`src/rtl/count_new_pkg.sv`:
```
// Shared definitions for the count_new loadable up/down counter.
package count_new_pkg;

   // One operation is selected per clock edge (reset is handled separately).
   typedef enum logic [1:0] {
      OP_HOLD = 2'd0,
      OP_LOAD = 2'd1,
      OP_UP   = 2'd2,
      OP_DOWN = 2'd3
   } op_t;

   // Priority decode: load overrides counting; direction matters only when enabled.
   function automatic op_t decode_op(input logic load, input logic en, input logic up_down);
      op_t op;
      if (load)
         op = OP_LOAD;
      else if (en && up_down)
         op = OP_UP;
      else if (en)
         op = OP_DOWN;
      else
         op = OP_HOLD;
      return op;
   endfunction

endpackage

```
`src/rtl/count_new.sv`:
```
// Loadable WIDTH-bit up/down binary counter with count enable.
// Arithmetic wraps modulo 2^WIDTH; cout comes straight from the state register.
module count_new
   import count_new_pkg::*;
#(
   parameter int unsigned WIDTH = 4
) (
   input  logic             clk,
   input  logic             rst,
   input  logic             en,
   input  logic             up_down,
   input  logic             load,
   input  logic [WIDTH-1:0] cin,
   output logic [WIDTH-1:0] cout
);

   localparam logic [WIDTH-1:0] ONE = WIDTH'(1);

   op_t op;

   // Select this edge's operation from the sampled control inputs.
   always_comb begin
      op = decode_op(load, en, up_down);
   end

   // State register: synchronous active-low clear, then load/count/hold.
   always_ff @(posedge clk) begin
      if (!rst) begin
         cout <= '0;
      end else begin
         unique case (op)
            OP_LOAD: cout <= cin;
            OP_UP:   cout <= cout + ONE;
            OP_DOWN: cout <= cout - ONE;
            default: cout <= cout;
         endcase
      end
   end

endmodule

```
`config.mk`:
```
export PLATFORM = sky130hd
export DESIGN_NAME = count_new
export DESIGN_NICKNAME = d
export VERILOG_FILES = /design/src/rtl/count_new_pkg.sv /design/src/rtl/count_new.sv
export SDC_FILE = /design/constraint.sdc
export NUM_CORES = 1
export LEC_CHECK = 0
export BUFFER_PORTS_ARGS = -buffer_cell sky130_fd_sc_hd__buf_4
export CAP_MARGIN = 30
export CORE_AREA = 2 2 39 41
export CTS_BUF_LIST = sky130_fd_sc_hd__clkbuf_8
export DETAILED_ROUTE_END_ITERATION = 8
export DIE_AREA = 0 0 41 43
export GPL_TIMING_DRIVEN = 0
export PLACE_DENSITY_LB_ADDON = 0.08
export SYNTH_ARGS = -nofsm -noshare
export SYNTH_HDL_FRONTEND = slang
export SYNTH_SLANG_ARGS = --single-unit
```
`constraint.sdc`:
```
create_clock -name clk -period 2.3 [get_ports clk]
set_input_delay 0.115 -clock clk [delete_from_list [all_inputs] [get_ports clk]]
set_output_delay 0.115 -clock clk [all_outputs]
set_load 0.05 [all_outputs]
```
# Yosys cells after proc, flatten, opt, wreduce, memory -nomap -nowiden
# Index checks and enable logic that the tools add are counted.
[totals]
register_bits = 4
latch_bits = 0
ramBits = 0
mem_bits_ro = 0
inputBits = 9
out_inout_bits = 4
elab_cells = 12
mem_count = 0
[op_classes]
add_sub_neg = 2
multipliers = 0
div = 0
n_lt_le_gt_ge = 0
n_eq_ne = 3
shift = 0
mux = 4
bitwise_logic = 0
n_reduce_logical = 2
[op_table]
columns = ["operator", "count"]
rows = [
  ["$pmux 4 s3", 1],
  ["$mux 2", 3],
  ["$add 4x1->4 const B", 1],
  ["$eq 2x2->1 const B", 2],
  ["$sub 4x1->4 const B", 1],
  ["$reduce_bool 3->1", 1],
  ["$eq 2x1->1 const B", 1],
  ["$logic_and 1x1->1", 1],
]

# Longest topological paths before layout
# Gate-level depths: netlist of the first run.
[logic_depth]
word_depth = 5
ltp_mapped = 8
mapped_depth_nobuf = 7

# Worst setup path before layout of the first run
# Ideal clock, no wire load.
[synth_timing]
path_type = "flip-flop to flip-flop"
startpoint = "reg cout[1]"
endpoint = "reg cout[2]"
setup_time_ps = 70
t_arrival_ps = 1537
required_time_ps = 2230
path_slack_ps = 693
path_stages_with_launch = 7
n_path_buf = 0
period_less_slack_ps = 1607
cell_sequence = "dfxtp_1 > xor2_1 > ha_1 > nor3_1 > o21ai_1 > xor2_1 > a21oi_1"
[synth_between]
elab_chain_cells = 2
word_cells_on_any_way = 3
cone_classes = "add/sub (2); mux (1)"
[synth_rtl]
columns = ["item", "line_no", "source"]
rows = [
  ["start, declared", "count_new.sv:14", "output logic [WIDTH-1:0] cout"],
  ["start signal, assigned", "count_new.sv:32", "OP_LOAD: cout <= cin;"],
  ["start signal, assigned", "count_new.sv:33", "OP_UP: cout <= cout + ONE;"],
  ["start signal, assigned", "count_new.sv:34", "OP_DOWN: cout <= cout - ONE;"],
  ["$sub 4x1->4 or $add 4x1->4 (tied branches)", "count_new.sv:34, count_new.sv:33", ""],
  ["$pmux 4 s3 *", "count_new.sv:31", "unique case (op)"],
]
# Every way passes the cells marked *; elsewhere a longest branch is shown, timed or not.
# A chain may end at the register's enable or synchronous reset.

# Worst setup path in the final report of the first run
# Same ends and word-level chain as after synthesis.

==> results.md, run 1 <==
| Result | This run |
| --- | --- |
| Run status | finished, final reports clean |
| Number of max-capacitance violations reported | 0 |
| Top cells by area, synth | sky130_fd_sc_hd__dfxtp_1, sky130_fd_sc_hd__buf_6, sky130_fd_sc_hd__o21ai_0 |
| Cells after Synth | 36 |
| Count of different cell masters after synthesis | 23 |
| All-Layer GR Usage | 10.74% |
| Cell occurring most often along the worst timing path | sky130_fd_sc_hd__xor2_1 |
| Proportion of layout cells with a drive suffix above 1 | 34.69% |
| Via count | 302 |
| GR Layer Usage met3 | 3.665% |
| Wire length of the first global-routing pass | 1179 um |
| Root Buffer | sky130_fd_sc_hd__clkbuf_8 |
| Relative max-transition margin | 84.98% |
| Final antenna diode count | 0 |
| Max reg flops | 4 |
| Portion of the clock cycle consumed by the worst path in the final layout | 58.98% |
| Max Clk Rate | 737.1 MHz |
| Delay of the slowest cell on the worst path | 0.35 ns |
| Cell leakage power | 0.2124 nW |
| Effective utilization at floorplan | 22.78% |
| Violation count after the first detailed-routing iteration | 1 |
| Vias per cell | 4.646 |
| Total of endpoints with negative setup slack in the final report | 0 |
| Number of failing hold endpoints at the final stage | 0 |
| Post-DRT Antenna Nets | 0 |
| Fin area | 451.7 um^2 |
| Data required time at the worst endpoint | 2.40 ns |
| RSZ-0062 raised after global routing | false |
| Arrival time of the worst setup path | 1.46 ns |
| Clock sink count | 4 |
| Number of buffers inserted by post-CTS setup repair | 0 |
| Cell type with the highest aggregate area in the netlist | sky130_fd_sc_hd__dfxtp_1 |
| Floorplan die area | 1763 um^2 |
| Busiest layer in global routing | met2 |
| Residual overflow from global routing | 0 |
| Largest buffer count on any clock path | 2 |
| PwrDens | 674.8 nW/um^2 |
| Vertical die dimension | 43 um |
| Std-Cell Core Area | 1384 um^2 |
| Pin slew with the least headroom to its limit | 0.2223 ns |
| Slowest cell on crit path | sky130_fd_sc_hd__dfxtp_1 |
| CTS H-Tree Depth | 1 |
| Area growth syn-to-layout | 43.25% |
| Die Width | 41 um |
| Area share of the largest cell type after synthesis | 25.40% |
| Critical path endpoint category | flip-flop |
| TritonCTS buffer count | 3 |
| Residual DRC | 0 |
| Number of synthesized flops with an enable pin | 0 |
| Worst-Skew Late Latency | 0.21 ns |
| Detailed-router iteration count before antenna repair | 2 |
| Largest registers | cout (4) |
| GP Congestion | 0.6813 |
| Via count of the first global-routing pass | 280 |
| Final sum of negative setup slack | 0 ns |
| Detail Placement HPWL | 584.2 um |
| Gate family responsible for the most delay along the worst path | flip-flops |
| CTS clock-pin slew for the worst setup and hold paths | 0.03 ns |
| Clock Skew | 0.0008209 ns |
| Nets | 61 |
| Type of the most critical hold path | in -> reg |
| IO Port Bufs | 10 |
| Count of buffer and inverter cells on the critical path | 0 |
| Met2 capacity usage during global routing | 15.94% |
| Share of synthesized area occupied by flip-flops and latches | 25.40% |
| Synth cell count leaders | sky130_fd_sc_hd__dfxtp_1, sky130_fd_sc_hd__o21ai_0, sky130_fd_sc_hd__and2_1, sky130_fd_sc_hd__nand2_1 |
| Post-synthesis net count | 46 |
| Number of gates resized after CTS | 0 |
| Startpoint type of the worst setup path | flip-flop |
| Maximum number of pins on one net before global-route repair | 11 |
| Most flops, register | cout |
| Number of cell rows | 14 |
| Max-slew violation count | 0 |
| Maximum fanout encountered on the critical timing path | 6 |
| Initial antenna violation count | 0 |
| Average wire per standard cell | 11.22 um |
| Met1 GRT Util | 10.93% |
| Top flip-flop cell by instance count after synthesis | sky130_fd_sc_hd__dfxtp_1 |
| Number of fill cells | 153 |
| Crit Path Category | reg -> reg |
| Peak supply drop | 245.6 uV |
| Area of the mapped netlist | 315.3 um^2 |
| Clock tree from TritonCTS | yes |
| Sequential cell area | 80.08 um^2 |
| Total area of multi-input combinational cells | 209.0 um^2 |
| Synth Register Bits | 4 |
| Wire length after detailed routing | 729 um |
| Synthesized area per cell | 8.758 um^2 |
| Time the final worst path needs with I/O delays and setup | 1.357 ns |
| Share of synthesized registers carrying an async set or reset | 0% |
| Boundary pin count | 13 |
| Placed instance area | 410.4 um^2 |
| Reg2Reg Setup Slack | 0.94 ns |
| Hold-fix buffers at CTS | 0 |
| Cell breakdown of the critical path | xor2_1 > ha_1 > and2_1 > o21ai_1 > xor2_1 > a21oi_1 |
| Warnings from Yosys | 0 |
## cell usage in the layout, fill, tap and decap left out, drive strengths merged, types with 2 or more instances in the layout
cell type / synthesis / routed
buf: 2 / 12
xnor2: 2 / 2
nand2: 3 / 3
dfxtp: 4 / 4
nor3b: 2 / 2
o21ai: 5 / 5
clkbuf: 0 / 3
and2: 3 / 3
xor2: 2 / 2
## through the flow
step           total power, mW  worst slack [ns]  std cells  hold WS [ns]  util [%]
4_1_cts                 0.3103            0.9327         65        0.1508     32.64
3_5_place_dp            0.1621            0.9068         62        0.3703     29.66
3_3_place_gp            0.1604            0.9343         62        0.3662     29.66
5_1_grt                 0.3224            0.8168         65        0.1638     32.64
2_1_floorplan           0.1361            0.6933         36        0.2367         -
6_report                0.3048            0.9434         65        0.1506     32.64
## worst paths after layout
path	from	endpoint	depth (start not counted)
min	rst	cout[1]	2
min reg2reg	cout[2]	cout[2]	2
max reg2reg	cout[1]	cout[2]	6
max	cout[1]	cout[2]	6
## where the power goes
group	internal, mW	total [mW]	leakage [nW]	switching (mW)
registers	0.0758	0.0832	0.0332	0.00731
logic	0.0355	0.0773	0.158	0.0418
clock network	0.111	0.144	0.0216	0.0330
## logic make-up after synthesis
family,Yosys count,synth area share (%)
xor gates and xnor gates,4,11.11
adders and majority gates,1,3.968
AOI/OAI and AO/OA,8,15.47
buffers and inverters,3,8.332
DFF,4,25.40
muxes,1,3.175
and+or+nand+nor,15,32.54
## final cells by class
class,count,area share (%)
Tap cell,16,4.432
Clock buffer,3,9.141
Inverter,1,0.8310
Buffer,2,4.986
Sequential cell,4,17.73
Multi-Input combinational cell,29,46.26
Timing Repair Buffer,10,16.62
## routing by layer
| layer | vias to the layer above | part of all wire, % | wire length (um) |
|---|---|---|---|
| met2 | 10 | 49 | 356 |
| met1 | 137 | 43 | 317 |
| met3 | 2 | 5.3 | 39 |
| met5 | - | 0 | 0 |
| met4 | 0 | 2.1 | 15 |
| li1 | 153 | - | - |
Note: power is estimated with default switching activity, not from simulation.
==> inputs of run 2 (changes only) <==
Settings changed: ABC_AREA from default to 1.
Clock period 2.3 ns to 1.15 ns, I/O delays scaled along.
==> results.md, run 2 <==
| Result | This run | Delta |
| --- | --- | --- |
| Run status | complete, but fails checks |  |
| Violated checks | setup timing |  |
| Vias per cell | 4.398 | -5.3% |
| Max reg flops | 4 | unchanged |
| Total of endpoints with negative setup slack in the final report | 2 | +2 |
| Relative max-transition margin | 86.74% | +1.8 points |
| Fin area | 544.3 um^2 | +20% |
| Nets | 84 | +38% |
| Arrival time of the worst setup path | 1.35 ns | -0.11 ns |
| CTS clock-pin slew for the worst setup and hold paths | 0.03 ns | about the same |
| Number of max-capacitance violations reported | 0 | unchanged |
| Met2 capacity usage during global routing | 19.06% | +3.1 points |
| Vertical die dimension | 43 um | unchanged |
| Top cells by area, synth | sky130_fd_sc_hd__dfxtp_1, sky130_fd_sc_hd__inv_1, sky130_fd_sc_hd__nand2_1 |  |
| Largest registers | cout (4) |  |
| Share of synthesized registers carrying an async set or reset | 0% | unchanged |
| CTS H-Tree Depth | 1 | unchanged |
| Residual overflow from global routing | 0 | unchanged |
| Start point of the worst min-delay path | rst |  |
| GP Congestion | 0.7131 | +4.7% |
| PwrDens | 1149 nW/um^2 | +70% |
| Cell count after placement | 82 | +32% |
| Startpoint type of the worst setup path | flip-flop |  |
| Violation count after the first detailed-routing iteration | 9 | +8 |
| Number of fill cells | 156 | +2.0% |
| Most frequent standard cell in the layout excluding fill and tap cells | sky130_fd_sc_hd__buf_4 |  |
| Clock sink count | 4 | unchanged |
| Met1 GRT Util | 14.74% | +3.8 points |
| Synth Register Bits | 4 | unchanged |
| Synthesized area per cell | 6.279 um^2 | -28% |
| Residual DRC | 0 | unchanged |
| Cell leakage power | 0.2911 nW | +37% |
| Warnings from Yosys | 0 | unchanged |
| All-Layer GR Usage | 12.54% | +1.8 points |
| Most repeated cell in the gate-level netlist after synthesis | sky130_fd_sc_hd__inv_1 |  |
| Overall power of the completed layout | 625.3 uW | +110% |
| Pin slew with the least headroom to its limit | 0.1989 ns | -0.02335 ns |
| Register-to-Register Path Depth | 8 | +2 |
| Maximum fanout encountered on the critical timing path | 4 | -2 |
| Number of synthesized flops with an enable pin | 0 | unchanged |
| Effective utilization at floorplan | 24.50% | +1.7 points |
| Detailed-router iteration count before antenna repair | 4 | +2 |
| Average wire per standard cell | 9.659 um | -14% |
| Clock Skew | 0.003596 ns | +0.002775 ns |
| Floorplan die area | 1763 um^2 | unchanged |
| Critical path endpoint category | flip-flop |  |
| Boundary pin count | 13 | unchanged |
| Count of different cell masters after synthesis | 20 | -13% |
| Via count of the first global-routing pass | 349 | +25% |
| Initial antenna violation count | 0 | unchanged |
| Endpoint of the worst register-to-register path | cout[2] |  |
| Root Buffer | sky130_fd_sc_hd__clkbuf_8 |  |
| Final WS setup | -0.1064 ns | -1.050 ns |
| Final cell count without fillers | 88 | +35% |
| Busiest layer in global routing | met2 |  |
| Crit Path Category | reg -> reg |  |
| Die Width | 41 um | unchanged |
| Worst Hold Path EP | cout[1] |  |
| Top library cells by usage in the layout, fill and taps aside | sky130_fd_sc_hd__buf_4, sky130_fd_sc_hd__inv_1, sky130_fd_sc_hd__nand2_1 |  |
| Post-synthesis net count | 64 | +39% |
| Final antenna diode count | 0 | unchanged |
| Most flops, register | cout |  |
| Final sum of negative setup slack | -0.1398 ns | -0.1398 ns |
| TritonCTS buffer count | 3 | unchanged |
| Maximum number of pins on one net before global-route repair | 8 | -3 |
| Clock tree from TritonCTS | yes |  |
| Type of the most critical hold path | in -> reg |  |
| IO Port Bufs | 12 | +2 |
| Time the final worst path needs with I/O delays and setup | 1.256 ns | -0.1002 ns |
| Wire length of the first global-routing pass | 1435 um | +22% |
| Area of the mapped netlist | 339.1 um^2 | +7.5% |
| Area share of the largest cell type after synthesis | 23.62% | -1.8 points |
| Number of cell rows | 14 | unchanged |
| Hold-fix buffers at CTS | 0 | unchanged |
| GR Layer Usage met3 | 4.712% | +1.0 points |
| Std-Cell Core Area | 1384 um^2 | unchanged |
| Reg2Reg Setup Slack | -0.11 ns | -1.05 ns |
| Portion of the clock cycle consumed by the worst path in the final layout | 109.2% | +50 points |
| Detail Placement HPWL | 695.6 um | +19% |
| Largest buffer count on any clock path | 2 | unchanged |
| Data required time at the worst endpoint | 1.25 ns | -1.15 ns |
| Top flip-flop cell by instance count after synthesis | sky130_fd_sc_hd__dfxtp_1 |  |
| Proportion of layout cells with a drive suffix above 1 | 50.00% | +15 points |
| Synth cell count leaders | sky130_fd_sc_hd__inv_1, sky130_fd_sc_hd__nand2_1, sky130_fd_sc_hd__a21oi_1, sky130_fd_sc_hd__dfxtp_1, sky130_fd_sc_hd__nor2_1 |  |
| Worst hold path cell count | 3 | +1 |
| Via count | 387 | +28% |
| RSZ-0062 raised after global routing | true |  |
| Max-slew violation count | 0 | unchanged |
| Area growth syn-to-layout | 60.52% |  |
| Share of synthesized area occupied by flip-flops and latches | 23.62% | -1.8 points |
| Cell type with the highest aggregate area in the netlist | sky130_fd_sc_hd__dfxtp_1 |  |
| Wire length after detailed routing | 850 um | +17% |
| Placed instance area | 475.5 um^2 | +16% |
| Post-DRT Antenna Nets | 0 | unchanged |
| Max Clk Rate | 795.9 MHz | +8.0% |
| Worst-Skew Late Latency | 0.21 ns | about the same |
| Number of failing hold endpoints at the final stage | 0 | unchanged |
| Cells after Synth | 54 | +50% |
| Peak supply drop | 747.2 uV | +200% |
| Reg2reg start | cout[1] |  |
run 2: report_power, final:
| group | switching [mW] | total, mW | internal [mW] |
|---|---|---|---|
| clock network | 0.0661 | 0.289 | 0.223 |
| logic | 0.102 | 0.174 | 0.0723 |
| registers | 0.0124 | 0.163 | 0.150 |
| total | 0.180 | 0.625 | 0.445 |
run 2: worst max path at each step:
stage | endpoint | slack, ns | startpoint
final | cout[2] | -0.11 | cout[1]
after global routing | cout[2] | -0.20 | cout[1]
after CTS | cout[2] | -0.12 | cout[1]
after detailed placement | cout[2] | -0.19 | cout[1]
after global placement | cout[2] | -0.20 | cout[1]
after floorplan | cout[2] | -0.17 | cout[1]
run 2: what timing repair did:
| item | in CTS | in global routing |
|---|---|---|
| setup buffers | 3 | 0 |
| pin swaps | 4 | 5 |
| endpoints found under the hold margin | 0 | 0 |
| setup endpoints to repair | 2 | 3 |
| gates cloned | 0 | 0 |
| resized for setup | 0 | 2 |
run 2: per-layer routing:
metal | share of wire, % | wire length [um]
met1 | 43 | 363
met2 | 53 | 452
met3 | 2.8 | 24
met4 | 1.2 | 10
met5 | 0 | 0
run 2: final cells by class:
| type | count | area [um^2] | share of cell area [%] |
|---|---|---|---|
| inverter | 13 | 48.80 | 8.966 |
| multi-input combinational | 37 | 231.5 | 42.53 |
| timing repair buffer | 15 | 112.6 | 20.69 |
| clock buffer | 3 | 41.29 | 7.586 |
| tap | 16 | 20.02 | 3.678 |
| sequential | 4 | 90.09 | 16.55 |
run 2: kinds of logic after synthesis:
family | share of synthesized area [%]
fa+ha+maj | 3.689
buf+inv | 14.39
compound gates | 19.56
flops | 23.62
simple gates | 36.16
xor+xnor | 2.583
run 2: stage by stage:
| stage | utilization, % | worst slack, ns | hold slack [ns] |
|---|---|---|---|
| 2_1_floorplan | - | -0.1681 | 0.1503 |
| 3_3_place_gp | 34.36 | -0.2045 | 0.2617 |
| 3_5_place_dp | 34.36 | -0.1869 | 0.2595 |
| 4_1_cts | 38.97 | -0.1176 | 0.05445 |
| 5_1_grt | 39.33 | -0.1957 | 0.07119 |
| 6_report | 39.33 | -0.1064 | 0.04972 |
run 2: critical path, stage by stage, from the launching register on:
cell,delay (ns)
sky130_fd_sc_hd__dfxtp_4,0.34
sky130_fd_sc_hd__nand4_1,0.14
sky130_fd_sc_hd__nand2_2,0.11
sky130_fd_sc_hd__inv_2,0.04
sky130_fd_sc_hd__ha_4,0.15
sky130_fd_sc_hd__a21oi_2,0.11
sky130_fd_sc_hd__a21oi_1,0.07
sky130_fd_sc_hd__o21ai_1,0.10
sky130_fd_sc_hd__a21oi_1,0.08
==> inputs of run 3 (changes only) <==
Settings changed: CELL_PAD_IN_SITES_DETAIL_PLACEMENT from default to 0, CELL_PAD_IN_SITES_GLOBAL_PLACEMENT from default to 1.
==> results.md, run 3 (same netlist as run 2, synthesis figures left out) <==
| Result | This run | Delta |
| --- | --- | --- |
| Run status | complete, but fails checks |  |
| Violated checks | setup timing |  |
| Sequential cell area | 90.09 um^2 | unchanged |
| Die Width | 41 um | unchanged |
| PwrDens | 1128 nW/um^2 | -1.8% |
| Largest buffer count on any clock path | 2 | unchanged |
| Overall power of the completed layout | 633.6 uW | +1.3% |
| Crit. Startpoint | cout[1] |  |
| Final cell count without fillers | 88 | unchanged |
| Data required time at the worst endpoint | 1.25 ns | about the same |
| Worst-Skew Late Latency | 0.21 ns | about the same |
| Core Util, Final | 40.60% | +1.3 points |
| TritonCTS buffer count | 3 | unchanged |
| Effective utilization at floorplan | 24.50% | unchanged |
| Crit Path Category | reg -> reg |  |
| Arrival time of the worst setup path | 1.32 ns | -0.03 ns |
| Total internal power | 446.1 uW | +0.19% |
| Clock Skew | 0.0003345 ns | -0.003261 ns |
| Pin slew with the least headroom to its limit | 0.2320 ns | +0.03308 ns |
| Reg2reg start | cout[1] |  |
| Number of cell rows | 14 | unchanged |
| Time the final worst path needs with I/O delays and setup | 1.223 ns | -0.03309 ns |
| Final WS setup | -0.07328 ns | +0.03309 ns |
| CTS H-Tree Depth | 1 | unchanged |
| Floorplan die area | 1763 um^2 | unchanged |
| Std-Cell Core Area | 1384 um^2 | unchanged |
| Cell leakage power | 0.2920 nW | +0.31% |
| Post-DRT Antenna Nets | 0 | unchanged |
| RSZ-0062 raised after global routing | true |  |
| Initial antenna violation count | 0 | unchanged |
| All-Layer GR Usage | 12.64% | +0.10 points |
| Total of endpoints with negative setup slack in the final report | 3 | +1 |
| Maximum number of pins on one net before global-route repair | 8 | unchanged |
| Vertical die dimension | 43 um | unchanged |
| Cell count after placement | 82 | unchanged |
| Hold-fix buffers at CTS | 0 | unchanged |
| Net switching power figure | 187.5 uW | +4.2% |
| Number of failing hold endpoints at the final stage | 0 | unchanged |
| Critical path endpoint category | flip-flop |  |
| Portion of total power attributed to combinational logic | 28.4% | +0.6 points |
| Sequential cell fraction of total power | 25.7% | -0.3 points |
| Average wire per standard cell | 10.36 um | +7.3% |
| Number of fill cells | 165 | +5.8% |
| Boundary pin count | 13 | unchanged |
| Violation count after the first detailed-routing iteration | 8 | -1 |
| Wire length of the first global-routing pass | 1511 um | +5.3% |
| Number of max-capacitance violations reported | 0 | unchanged |
| Proportion of layout cells with a drive suffix above 1 | 54.17% | +4.2 points |
| Detail Placement HPWL | 699.4 um | +0.55% |
| Most frequent standard cell in the layout excluding fill and tap cells | sky130_fd_sc_hd__buf_4 |  |
| Max reg flops | 4 | unchanged |
| Clock tree from TritonCTS | yes |  |
| Max-slew violation count | 0 | unchanged |
| Area growth syn-to-layout | 65.68% |  |
| Clock sink count | 4 | unchanged |
| Relative max-transition margin | 84.51% | -2.2 points |
| Nets | 84 | unchanged |
| Via count | 397 | +2.6% |
| Maximum fanout encountered on the critical timing path | 4 | unchanged |
| Fraction of power spent switching nets | 29.59% | +0.80 points |
| Largest registers | cout (4) |  |
| Max Clk Rate | 817.5 MHz | +2.7% |
| Hold slack final | 0.04760 ns | -0.002123 ns |
| Detailed-router iteration count before antenna repair | 4 | unchanged |
| Portion of the clock cycle consumed by the worst path in the final layout | 106.4% | -2.9 points |
| Clock power share | 45.9% | -0.3 points |
| Via count of the first global-routing pass | 393 | +13% |
| Vias per cell | 4.511 | +2.6% |
| Root Buffer | sky130_fd_sc_hd__clkbuf_8 |  |
| Type of the most critical hold path | in -> reg |  |
| GP Congestion | 0.6274 | -12% |
| Final antenna diode count | 0 | unchanged |
| Total area of multi-input combinational cells | 249.0 um^2 | +7.6% |
| Wire length after detailed routing | 912 um | +7.3% |
| Residual overflow from global routing | 0 | unchanged |
| IO Port Bufs | 12 | unchanged |
| Peak supply drop | 511.0 uV | -32% |
| Start point of the worst min-delay path | rst |  |
| CTS clock-pin slew for the worst setup and hold paths | 0.03 ns | about the same |
| Most flops, register | cout |  |
| Residual DRC | 0 | unchanged |
| Top library cells by usage in the layout, fill and taps aside | sky130_fd_sc_hd__buf_4, sky130_fd_sc_hd__inv_1, sky130_fd_sc_hd__nand2_2, sky130_fd_sc_hd__nand2_1, sky130_fd_sc_hd__nor2_1 |  |
| Startpoint type of the worst setup path | flip-flop |  |
[run 3: metal layers]
metal | vias up | wire [um] | track usage, %
met5 | - | 0 | 0
met4 | 0 | 3 | 6.000
met3 | 2 | 49 | 1.571
met2 | 13 | 481 | 20.31
met1 | 174 | 377 | 15.71
li1 | 208 | - | -
[run 3: layout make-up]
| type | count | area share (%) |
|---|---|---|
| clock buffer | 3 | 7.350 |
| inverter | 13 | 8.686 |
| multi-input combinational | 37 | 44.32 |
| sequential | 4 | 16.04 |
| tap | 16 | 3.563 |
| timing repair buffer | 15 | 20.04 |
[run 3: path summary, 6_finish.rpt]
check                           cells past startpoint       to  slack (ns)
worst max-delay path                                9  cout[2]       -0.07
worst min-delay path                                3  cout[1]        0.05
worst max register to register                      9  cout[2]       -0.07
worst min register to register                      2  cout[3]        0.58
[run 3: power groups by stage]
stage | sequential [mW] | clock (mW) | combinational, mW
floorplan | 0.199 | 0 | 0.0703
CTS | 0.164 | 0.301 | 0.167
finish | 0.163 | 0.291 | 0.180
global route | 0.166 | 0.313 | 0.198
detailed placement | 0.166 | 0 | 0.161
global placement | 0.167 | 0 | 0.161
[run 3: stage by stage]
stage	setup slack (ns)	area (um^2)	TNS (ns)
floorplan	-0.1681	365.4	-0.2866
global placement	-0.1889	475.5	-0.2804
detailed placement	-0.1646	475.5	-0.2235
CTS	-0.1077	539.3	-0.1552
global route	-0.1663	561.8	-0.3889
finish	-0.07328	561.8	-0.1468
[run 3: timing repair]
item / 4_1_cts / 5_1_grt
endpoints found under the setup margin: 2 / 3
pin swaps: 4 / 3
buffers inserted: 3 / 0
resized for setup: 0 / 6
[run 3: worst max-delay path: stages (launching register included)]
cell	delay, ns
sky130_fd_sc_hd__dfxtp_4	0.34
sky130_fd_sc_hd__inv_1	0.08
sky130_fd_sc_hd__nand2_2	0.07
sky130_fd_sc_hd__nand2_2	0.08
sky130_fd_sc_hd__inv_2	0.04
sky130_fd_sc_hd__ha_4	0.15
sky130_fd_sc_hd__a21oi_4	0.14
sky130_fd_sc_hd__a21oi_2	0.07
sky130_fd_sc_hd__o21ai_2	0.06
sky130_fd_sc_hd__a21oi_1	0.08
